$ cat src/rtl/serializer_piso_4bit.sv
// Parallel-in / serial-out stage: takes one word per valid/ready handshake and shifts it out
// one bit per clock with a data qualifier, an end-of-word pulse and an optional idle gap.
module serializer_piso_4bit #(
  parameter int unsigned WIDTH      = 4,
  parameter bit          MSB_FIRST  = 1'b1,
  parameter int unsigned GAP_CYCLES = 0,
  parameter bit          IDLE_BIT   = 1'b0
) (
  input  logic             clk,
  input  logic             rst,
  input  logic             load_valid,
  output logic             load_ready,
  input  logic [WIDTH-1:0] load_data,
  output logic             ser_out,
  output logic             ser_valid,
  output logic             busy,
  output logic             word_done
);

  localparam int unsigned     CntW    = (WIDTH > 1) ? $clog2(WIDTH) : 1;
  localparam logic [CntW-1:0] LastBit = CntW'(WIDTH - 1);
  localparam logic [7:0]      GapLast = (GAP_CYCLES > 0) ? 8'(GAP_CYCLES - 1) : 8'd0;

  typedef enum logic [1:0] {StIdle, StShift, StGap} state_e;

  state_e           state_q;
  logic [CntW-1:0]  bit_cnt_q;
  logic [7:0]       gap_cnt_q;
  logic [WIDTH-1:0] shreg_q;

  logic             last_bit;
  logic             accept;
  logic             first_bit;
  logic             next_bit;
  logic [WIDTH-1:0] load_rest;
  logic [WIDTH-1:0] shreg_next;

  assign last_bit   = (state_q == StShift) && (bit_cnt_q == LastBit);
  // Ready is gated by reset so nothing can be accepted while the block is held.
  assign load_ready = rst && ((state_q == StIdle) || (last_bit && (GAP_CYCLES == 0)));
  assign accept     = load_valid && load_ready;

  // The first bit goes straight to ser_out; the shift register keeps only the remainder.
  assign first_bit  = MSB_FIRST ? load_data[WIDTH-1] : load_data[0];
  assign load_rest  = MSB_FIRST ? (load_data << 1) : (load_data >> 1);
  assign next_bit   = MSB_FIRST ? shreg_q[WIDTH-1] : shreg_q[0];
  assign shreg_next = MSB_FIRST ? (shreg_q << 1) : (shreg_q >> 1);

  always_ff @(posedge clk or negedge rst) begin
    if (!rst) begin
      state_q   <= StIdle;
      bit_cnt_q <= '0;
      gap_cnt_q <= '0;
      shreg_q   <= '0;
      ser_out   <= IDLE_BIT;
      ser_valid <= 1'b0;
      busy      <= 1'b0;
      word_done <= 1'b0;
    end else if (accept) begin
      state_q   <= StShift;
      bit_cnt_q <= '0;
      shreg_q   <= load_rest;
      ser_out   <= first_bit;
      ser_valid <= 1'b1;
      busy      <= 1'b1;
      word_done <= 1'b0;
    end else begin
      word_done <= 1'b0;
      case (state_q)
        StIdle: begin
          busy <= 1'b0;
        end
        StShift: begin
          if (!last_bit) begin
            ser_out   <= next_bit;
            shreg_q   <= shreg_next;
            bit_cnt_q <= bit_cnt_q + 1'b1;
            word_done <= ((bit_cnt_q + 1'b1) == LastBit);
          end else begin
            bit_cnt_q <= '0;
            ser_out   <= IDLE_BIT;
            ser_valid <= 1'b0;
            if (GAP_CYCLES > 0) begin
              state_q   <= StGap;
              gap_cnt_q <= '0;
            end else begin
              state_q <= StIdle;
              busy    <= 1'b0;
            end
          end
        end
        StGap: begin
          if (gap_cnt_q == GapLast) begin
            state_q   <= StIdle;
            gap_cnt_q <= '0;
            busy      <= 1'b0;
          end else begin
            gap_cnt_q <= gap_cnt_q + 8'd1;
          end
        end
        default: begin
          state_q   <= StIdle;
          ser_out   <= IDLE_BIT;
          ser_valid <= 1'b0;
          busy      <= 1'b0;
        end
      endcase
    end
  end

endmodule
$ cat config.mk
export PLATFORM = sky130hd
export DESIGN_NAME = serializer_piso_4bit
export DESIGN_NICKNAME = d
export VERILOG_FILES = /design/src/rtl/serializer_piso_4bit.sv
export SDC_FILE = /design/constraint.sdc
export NUM_CORES = 1
export LEC_CHECK = 0
export ABC_AREA = 1
export CORE_AREA = 10 10 47 49
export CTS_BUF_LIST = sky130_fd_sc_hd__clkbuf_4
export DETAILED_ROUTE_END_ITERATION = 7
export DIE_AREA = 0 0 57 59
export PLACE_DENSITY = 0.58
export SLEW_MARGIN = 20
export SYNTH_ARGS = -nofsm -noshare
export SYNTH_HDL_FRONTEND = slang
export SYNTH_SLANG_ARGS = --single-unit
export TNS_END_PERCENT = 30
$ cat constraint.sdc
create_clock -name clk -period 1.75 [get_ports clk]
set_input_delay 0.175 -clock clk [delete_from_list [all_inputs] [get_ports clk]]
set_output_delay 0.175 -clock clk [all_outputs]
set_load 0.02 [all_outputs]
Word-level counts from Yosys, hierarchy flattened. Cells that the tools add are included.

Bits in latches: 0. Flip-flop bits (word level): 20. Bits in writable memories: 0. Bits of input ports: 7. Bits in read-only memories: 0. Word-level logic and storage cells: 56. Memories: 0.

Multipliers: 0. Reductions and logical operators: 13. Bitwise operators: 1. Equality and inequality tests: 9. Magnitude comparators: 0. Div/mod/pow operators: 0. Shift operators: 0. Add/subtract/negate cells: 2. Muxes and demuxes: 23.

Operator list (count): two-way mux 2 bit (6); two-way mux 4 bit (3); two-way mux 1 bit (9); adder 8 x 1 -> 8 bit, second input constant (1); zero test 8 bit (1); two-way mux 8 bit (1); AND reduction 2 bit (4); equality test 2 bit, second input constant (3); inequality test 3 bit, second input constant (2); one-hot mux 1 bit (2 select lines) (3); one-hot mux 2 bit (3 select lines) (1); inequality test 2 x 1 -> 1 bit, second input constant (2); logical AND 1 bit (3); AND reduction 3 bit (1); adder 2 x 1 -> 2 bit, second input constant (1); equality test 2 x 1 -> 1 bit, second input constant (1); zero test 2 bit (1); inequality test 2 bit, second input constant (1); nonzero test 2 bit (1); OR reduction 2 bit (1); logical OR 1 bit (1); inverter 1 bit (1).

Depth between registers and ports, before layout.
Word-level depth: 7. Mapped depth: 7. Depth with buffers taken out: 7.

Worst setup path after synthesis. Ideal clock, no wire load.

Path type: reg2reg. Start point: reg, netlist name ser_valid. End point: reg ser_out. Data arrival time: 1187 ps. Cell stages (with the launch flop): 6. Clock period less this slack: 1256 ps. Setup time: 68 ps. Setup slack: 494 ps. Data required time: 1682 ps. Path through: dfrtp_1 -> inv_1 -> nor2_4 -> nor2_1 -> nand3_1 -> nand3_1.

RTL lines: to (signal assigned) (line 63) `ser_out <= first_bit;`; to (signal assigned) (line 75) `ser_out <= next_bit;`; to (decl) (line 14) `output logic ser_out,`.

Worst setup path in the final report.
Start point: reg bit_cnt_q[0]. End point: out load_ready.

Word-level cells in the longest chain between the ends: 4.

RTL lines: from (decl) (line 27) `logic [CntW-1:0] bit_cnt_q;`; from (signal assigned) (line 77) `bit_cnt_q <= bit_cnt_q + 1'b1;`; equality test 2 bit (line 38) `assign last_bit = (state_q == StShift) && (bit_cnt_q == LastBit);`; logical AND 1 bit (line 38); logical OR 1 bit (line 40) `assign load_ready = rst && ((state_q == StIdle) || (last_bit && (GAP_CYCLES == 0)));`; logical AND 1 bit (line 40); to (decl) (line 12) `output logic load_ready,`.

No other way between the ends.

==> results.json <==
{
  "slowest_delay_ps": 410,
  "fin_crit_ps": 1660,
  "yosys.area.top_type": "dfrtp_1",
  "hold_buffers": 0,
  "finalNetCount": 78,
  "fin_crit_sh_pct": 94.6,
  "synth_edf_count": 0,
  "grt_overflow": 0,
  "place_area_sq_um": 579,
  "syn_avg_cell_area_sq_um": 8.53,
  "die_h_um": 59,
  "fillers": 153,
  "rsz0062_at_grt": "false",
  "end_kind": "primary output",
  "gp_congestion": 0.762,
  "drv_slew": 0,
  "critical_path.cell_chain": "ha_1 > nor2_4 > nor2_1 > dlygate4sd2_1",
  "drt-total-wl_um": 904,
  "yosysMostFrequentCell": "nand2_1",
  "fmax_ghz": 0.604,
  "synth_area_leaders": "dfrtp_1, nand2_1, nand3_1",
  "crit_cells": 4,
  "drt-initial-drc-count": 9,
  "synth_cells": 50,
  "path_delay_family": "flip-flops",
  "ys_warn_count": 0,
  "r2r_end": "shreg_q[2]",
  "p_leak_nw": 0.326,
  "clkSinkCount": 9,
  "async_flop_share_pct": 100,
  "drv_cap": 0,
  "io_pins": 12,
  "yosys_most_used_dff": "dfrtp_1",
  "cts.path.max_buffers": 2,
  "hold_path.class": "in2async",
  "ys_seq_elements": 9,
  "synthToLayoutAreaGrowth_pct": 42.5,
  "crit_buf_inv": 1,
  "critPathKind": "reg2out",
  "setup_slack_ps": 94.8,
  "finalHoldViolations": 0,
  "route.detailed.drc": 0,
  "rrSetupSlack_ps": 460,
  "tightest_slew_ps": 232,
  "status": "completed",
  "vias": 386,
  "ant_nets": 0,
  "cts-root-buf": "clkbuf_4",
  "portBuffers": 11,
  "antennaDiodeCount": 0,
  "startpoint_type": "flop",
  "path_clk_slew_ps": 60,
  "grt_max_degree": 14,
  "dr.pass1.iters": 4,
  "clkLatencyLatePin_ps": 260,
  "cp.arrival_ps": 1480,
  "skew_ps": 4.50,
  "synth_area_sq_um": 427,
  "fp-row-count": 14,
  "cts_tree": "done",
  "dp.final_hpwl_um": 709,
  "crit_slowest_cell": "dfrtp_1",
  "syn_nets": 59,
  "relSlewSlack_pct": 84.5,
  "vdd_drop_max_mv": 0.593,
  "path_max_fanout": 5,
  "synth_common_cells": "nand2_1, dfrtp_1, inv_1, nand3_1",
  "grt_use_total_pct": 6.08,
  "grt_pass1_wl_um": 1600,
  "rr_startpoint": "bit_cnt_q[0]",
  "dieArea_sq_mm": 0.00336,
  "finalSetupViolCount": 0,
  "multi_input_area_sq_um": 171,
  "wl_per_cell_um": 10.8,
  "design_area_sq_um": 608,
  "powerDensity_mw_per_mm2": 1600,
  "setup-tns-final_ps": 0,
  "post-synth-top-area-fraction_pct": 52.8,
  "die_w_um": 57,
  "vias_per_cell": 4.60,
  "numCtsBuffers": 3,
  "antenna_found_initial": 0,
  "cts_max_level": 1,
  "ys_types": 12,
  "fp.coreArea_sq_mm": 0.00140,
  "first_global_vias": 387,
  "reg2reg_depth": 7,
  "preCtsSetupSlack_ps": 80.5,
  "drive_gt1_share_pct": 11.8,
  "ys_seq_area_share_pct": 52.8,
  "initial_utilization_pct": 30.4,
  "required_ps": 1570,
  "ff_latch_area_sq_um": 225
}
what timing repair did:
| item | CTS | global route |
|---|---|---|
| endpoints found under the setup margin | 1 | 0 |
| buffers inserted | 0 | 0 |
| resized for setup | 1 | 0 |
| endpoints found under the hold margin | 0 | 0 |
registers in the layout, summed over array words and instances, names as in the netlist:
name       cells
busy           1
word_done      1
bit_cnt_q      2
ser_valid      1
shreg_q        3
ser_out        1
how the worst max path moves through the flow:
stage / start / end
after floorplan: ser_valid / ser_out
after global placement: rst / load_ready
after detailed placement: rst / load_ready
after CTS: bit_cnt_q[0] / load_ready
after global routing: bit_cnt_q[0] / load_ready
final: bit_cnt_q[0] / load_ready
final cells by class:
cell class	instances	area share, %
clock buffer	4	4.94
sequential	9	37.0
timing repair buffer	14	21.6
tap	16	3.29
inverter	8	4.94
multi-input combinational	33	28.2
cell families after synthesis:
logic type | after synthesis | synth area share, %
simple gates | 28 | 30.2
fa+ha+maj | 2 | 5.86
compound gates | 3 | 4.10
flops | 9 | 52.8
buf+inv | 8 | 7.04
cell usage in the layout (no fill, tap or decap), drive strengths merged:
| master | n |
|---|---|
| nand2 | 17 |
| clkdlybuf4s50 | 10 |
| dfrtp | 9 |
| inv | 8 |
| nand3 | 6 |
| clkbuf | 4 |
| buf | 3 |
| nand4 | 2 |
| ha | 2 |
| nor2 | 2 |
| nand3b | 1 |
| a21oi | 1 |
| o21a | 1 |
| o21ai | 1 |
| dlygate4sd2 | 1 |
worst register-to-register path, delay by kind of cell, from the launching register on:
family / cells / cell delay (ps)
adder cells (fa/ha/maj): 1 / 250
buffers and inverters: 1 / 60
flip-flops: 1 / 410
AND/OR/NAND/NOR: 5 / 470
stage by stage:
stage / cells / utilization, % / hold WS [ps] / total power, mW
after floorplan: 50 / - / -121 / 0.613
after global placement: 80 / 41.3 / 457 / 0.808
after detailed placement: 80 / 41.3 / 465 / 0.811
after CTS: 84 / 43.4 / 264 / 0.985
after global routing: 84 / 43.4 / 271 / 1.05
final: 84 / 43.4 / 256 / 0.972
layer usage:
metal	vias up	part of all wire [%]	global-route usage, %
li1	193	-	-
met1	179	50	6.87
met2	10	41	8.06
met3	4	7.0	3.43
met4	0	2.0	5.03
met5	-	0	0
power by group:
part	internal (mW)	switching, mW	total [mW]	leakage [nW]
registers	0.295	0.0512	0.347	0.115
clock network	0.103	0.0718	0.175	0.0184
logic	0.202	0.248	0.450	0.193
Power figures use the tool's default switching activity.
==> RTL edit 1 (same settings) <==
Set the parameter `WIDTH` to 2 (it was 4).
--- a/src/rtl/serializer_piso_4bit.sv
+++ b/src/rtl/serializer_piso_4bit.sv
@@ -3,3 +3,3 @@
 module serializer_piso_4bit #(
-  parameter int unsigned WIDTH      = 4,
+  parameter int unsigned WIDTH      = 2,
   parameter bit          MSB_FIRST  = 1'b1,
Interface: changed (resized load_data); port bits go from 12 to 10. No check against the original RTL was run, so the function may have changed too.
==> RTL edit 1 against the unedited design <==
Area after synthesis fell by 37%. Combinational power shrank 31%. Setup slack improved by 0.22 ns. Design area shrank 33%. Sequential cell count down 3. Critical path type unchanged. Largest cell class unchanged. Routed wire length decreased by 36%. Power decreased by 30%.
==> RTL edit 1: results (changes against the unedited design) <==
Status
  – Status: finished clean

Placed design
  – Final GP Congestion: 0.7177 (-5.8%)
  – Post-DP Area: 385.4 sq um (-33%)
  – Dpl ws: 0.1283 ns (+0.04781 ns)
  – Port Buffers: 9 (-2)
  – Dpl hpwl: 470.9 um (-34%)

Global routing
  – Number of global-route vias before repair: 245 (-37%)
  – Initial antenna violation count: 0 (unchanged)
  – All-Layer GR Usage: 4.159% (-1.9 points)
  – Global-route wire length before repair: 1000 um (-38%)
  – Pin count of the biggest net entering global routing: 9 (-5)

Synthesis
  – Share of flip-flops with an asynchronous set or reset: 100.0% (unchanged)
  – Commonest cells in the netlist: dfrtp_1 (6), nand2_1 (6), nand3_1 (4)
  – Area contributors post-synth: dfrtp_1 (56%), nand2_1 (8.4%), nand3_1 (7.5%), nand3_2 (7.5%), nor2_8 (7.5%)
  – Library cells used by synthesis: 10 (-2)
  – Ys Warns: 0 (unchanged)
  – Register area share after synthesis: 56.07% (+3.3 points)
  – Synth Net Count: 30 (-49%)

Clock network
  – Post_cts resized: 0 (-1)
  – CTS Buf Count: 3 (unchanged)
  – Setup Buffers After CTS: 0 (unchanged)
  – Root Driver: clkbuf_4
  – Skew-Pair Late Insertion Delay: 0.24 ns (-0.02 ns)
  – Htree depth: 1 (unchanged)
  – CTS Buffer Depth: 2 (unchanged)
  – Reg clk slew, reported paths: about 0.050 ns

Worst setup path
  – CP peak stage delay: 0.63 ns (+0.22 ns)
  – Critical Path Fanout Max: 3 (-2)
  – Worst path top cell family by delay: buffers and inverters
  – WP data arrival: 1.26 ns (-0.22 ns)
  – Slowest-stage cell, CP: clkdlybuf4s50_1

Final layout
  – Antenna cell count: 0 (unchanged)
  – # fillers: 165 (+7.8%)
  – Post-layout nets: 45 (-42%)
  – Share of cells above drive strength 1: 28.95% (+17 points)

Power
  – Leak: 0.2120 nW (-35%)
  – Pint: 0.0004107 W (-32%)
  – Worst VDD drop: 529.1 uV (-11%)

STA
  – Slew @ Worst Pin: 0.2326 ns (+0.0003347 ns)
  – Worst clock skew: 0.003631 ns (-0.0008695 ns)

Route
  – Initial DRC count: 4 (-5)
  – Total number of vias: 210 (-46%)
  – Pre-antenna DRT Iters: 2 (-2)
  – Drt wl/cell: 10.76 um (about the same)

Hold path
  – Hold Crit Class: primary input to asynchronous set/reset pin
RTL edit 1: cell types whose count changed after synthesis, moves of 2 or more:
| cell | change |
|---|---|
| dfrtp_1 | -3 |
| ha_1 | -2 |
| inv_1 | -7 |
| inv_2 | +2 |
| nand2_1 | -11 |
| nand3_1 | -2 |
| nand3_2 | +2 |
RTL edit 1: cells by family (layout without fill, tap and decap cells):
logic type	after synthesis	in the layout	share of synthesized area, %
flip-flops	6	6	56.07
buffers and inverters	4	17	6.543
AND/OR/NAND/NOR	15	15	37.38
RTL edit 1: final cells by class:
type                    instances  area [sq um]  area share [%]
clock buffers                   3         22.52           5.488
inverters                       4         17.52           4.268
multi-input cells              15         100.1           24.39
flip-flops and latches          6         150.1           36.59
well taps                      16         20.02           4.878
repair buffers                 10         100.1           24.39
RTL edit 1: power by group through the flow:
stage / clock (W) / combinational (W) / sequential (W)
floorplan: 0 / 0.000141 / 0.000284
global placement: 0 / 0.000317 / 0.000236
detailed placement: 0 / 0.000321 / 0.000239
CTS: 0.000136 / 0.000322 / 0.000237
global route: 0.000146 / 0.000346 / 0.000246
finish: 0.000128 / 0.000312 / 0.000236
RTL edit 1: worst paths after layout:
check                           start          to  slack [ns]  cells past startpoint
min                               rst   bit_cnt_q        0.25                      2
min reg2reg                      busy        busy        0.48                      2
max reg2reg                state_q[0]     ser_out        0.83                      4
max in group asynchronous         rst  state_q[0]        1.37                      2
min in group clk                 busy        busy        0.48                      2
max                        state_q[0]   ser_valid        0.31                      1
RTL edit 1: per-stage QoR:
step | hold slack (ns) | utilization, % | std cells
2_1_floorplan | -0.1206 | - | 25
3_3_place_gp | 0.4756 | 27.50 | 51
3_5_place_dp | 0.4768 | 27.50 | 51
4_1_cts | 0.2461 | 29.11 | 54
5_1_grt | 0.2480 | 29.29 | 54
6_report | 0.2537 | 29.29 | 54
RTL edit 1: per-layer routing:
metal | wire length [um] | vias up | global-route usage, %
met5 | 0 | - | 0
met4 | 0 | 0 | 4.027
met3 | 46 | 0 | 4.077
met2 | 284 | 6 | 5.581
met1 | 250 | 97 | 3.469
li1 | - | 107 | -
==> RTL edit 2 (same flow settings) <==
Made on the original files. The 3 states of `state_e` get a one-hot encoding in 3 bits.
--- a/src/rtl/serializer_piso_4bit.sv
+++ b/src/rtl/serializer_piso_4bit.sv
@@ -23,3 +23,3 @@
 
-  typedef enum logic [1:0] {StIdle, StShift, StGap} state_e;
+  typedef enum logic [2:0] {StIdle = 3'b001, StShift = 3'b010, StGap = 3'b100} state_e;
 
Formal check against the unedited RTL: same outputs for any inputs over 10 cycles, from zero or initial values and one cycle with rst low; not proved beyond that.
==> RTL edit 2 against the unedited design <==
Routed wire length grew 19%. Synthesized cell count grew 20%. Area after synthesis grew 17%. Design area grew 8.2%. Sequential cell count grew 1. Critical path depth is the same. Critical path type unchanged. Global-route usage grew 1.2 points. Largest cell class unchanged. Setup slack gained 0.14 ns.
Power is not compared: it rests on default switching activity, and its combinational part moved more than twofold at a synthesized area within 25%.
==> RTL edit 2: results (changes against the unedited design) <==
Status
  – Status: finished clean

Synthesis
  – Compound-gate portion of the synthesized area: 4.511% (+0.41 points)
  – Library cells used by synthesis: 13 (+1)
  – Commonest cells in the netlist: nand2_1 (20), inv_1 (11), dfrtp_1 (9)
  – Area contributors post-synth: dfrtp_1 (45%), nand2_1 (15%), inv_1 (8.3%), nand3_1 (7.0%), dfstp_2 (5.3%)
  – Adder-Cell Fraction of Synth Area: 5.013% (-0.85 points)
  – Register area share after synthesis: 50.38% (-2.4 points)
  – Synth Net Count: 69 (+17%)

STA
  – Worst clock skew: 0.004836 ns (+0.0003360 ns)
  – Fin. max-slew vios: 0 (unchanged)
  – Hold Slack: 0.2415 ns (-0.01439 ns)
  – Slew @ Worst Pin: 0.2829 ns (+0.05064 ns)

Final layout
  – Post-layout nets: 86 (+10%)
  – Registers with the most flip-flops: shreg_q (3), bit_cnt_q (2), state_q (2)
  – # fillers: 141 (-7.8%)
  – Share of cells above drive strength 1: 11.84% (+0.077 points)

Global routing
  – Pin count of the biggest net entering global routing: 16 (+2)
  – All-Layer GR Usage: 7.236% (+1.2 points)
  – Global-route wire length before repair: 1883 um (+18%)
  – Number of global-route vias before repair: 424 (+9.6%)
  – Initial antenna violation count: 0 (unchanged)

Worst setup path
  – CP peak stage delay: 0.37 ns (-0.04 ns)
  – Reg2Reg Setup Slack: 0.50 ns (+0.04 ns)
  – WP data arrival: 1.34 ns (-0.14 ns)
  – R2R cell count: 7 (unchanged)
  – Critical Path Fanout Max: 3 (-2)
  – Worst R2R Start: bit_cnt_q[1]

Route
  – Routed vias/inst: 4.587 (-0.18%)
  – Drt wl/cell: 11.65 um (+8.3%)

Placed design
  – Dpl hpwl: 790.3 um (+11%)
  – Final GP Congestion: 0.7954 (+4.4%)

Clock network
  – CTS Buf Count: 3 (unchanged)
## RTL edit 2: metrics by stage
| stage | worst slack, ns | utilization, % | instances | area (sq um) |
|---|---|---|---|---|
| 2_1_floorplan | 0.4604 | - | 60 | 499.2 |
| 3_3_place_gp | 0.1051 | 45.45 | 88 | 636.9 |
| 3_5_place_dp | 0.09100 | 45.45 | 88 | 636.9 |
| 4_1_cts | 0.06659 | 47.23 | 92 | 661.9 |
| 5_1_grt | 0.1158 | 46.96 | 92 | 658.1 |
| 6_report | 0.2309 | 46.96 | 92 | 658.1 |
## RTL edit 2: timing repair
action,in CTS,in global routing
hold endpoints to repair,0,0
setup endpoints to repair,1,1
resized for setup,1,2
hold buffers,0,0
setup buffers,0,0
## RTL edit 2: logic make-up (layout without fill, tap and decap cells)
kind of cell / count (synthesis) / after routing
AOI/OAI and AO/OA: 4 / 4
buffers and inverters: 11 / 27
and+or+nand+nor: 33 / 33
DFF: 10 / 10
adders and majority gates: 2 / 2
## RTL edit 2: layer usage
metal | track usage (%) | vias up | share of wire (%)
met5 | 0 | - | 0
met3 | 3.433 | 4 | 6.2
met1 | 8.394 | 189 | 48
met2 | 9.302 | 9 | 43
li1 | - | 220 | -
met4 | 7.047 | 0 | 2.9
## RTL edit 2: layout make-up
cell class / instances / share of cell area [%]
sequential: 10 / 38.21
timing repair buffer: 12 / 17.11
inverter: 11 / 6.274
clock inverter: 1 / 0.5703
clock buffer: 3 / 3.422
tap: 16 / 3.042
multi-input combinational: 39 / 31.37
## RTL edit 2: how the worst min path moves through the flow
stage | start | end
finish | rst | state_q[1]
global route | rst | shreg_q[3]
CTS | rst | ser_out
detailed placement | busy | busy
global placement | busy | busy
floorplan | rst | bit_cnt_q[0]
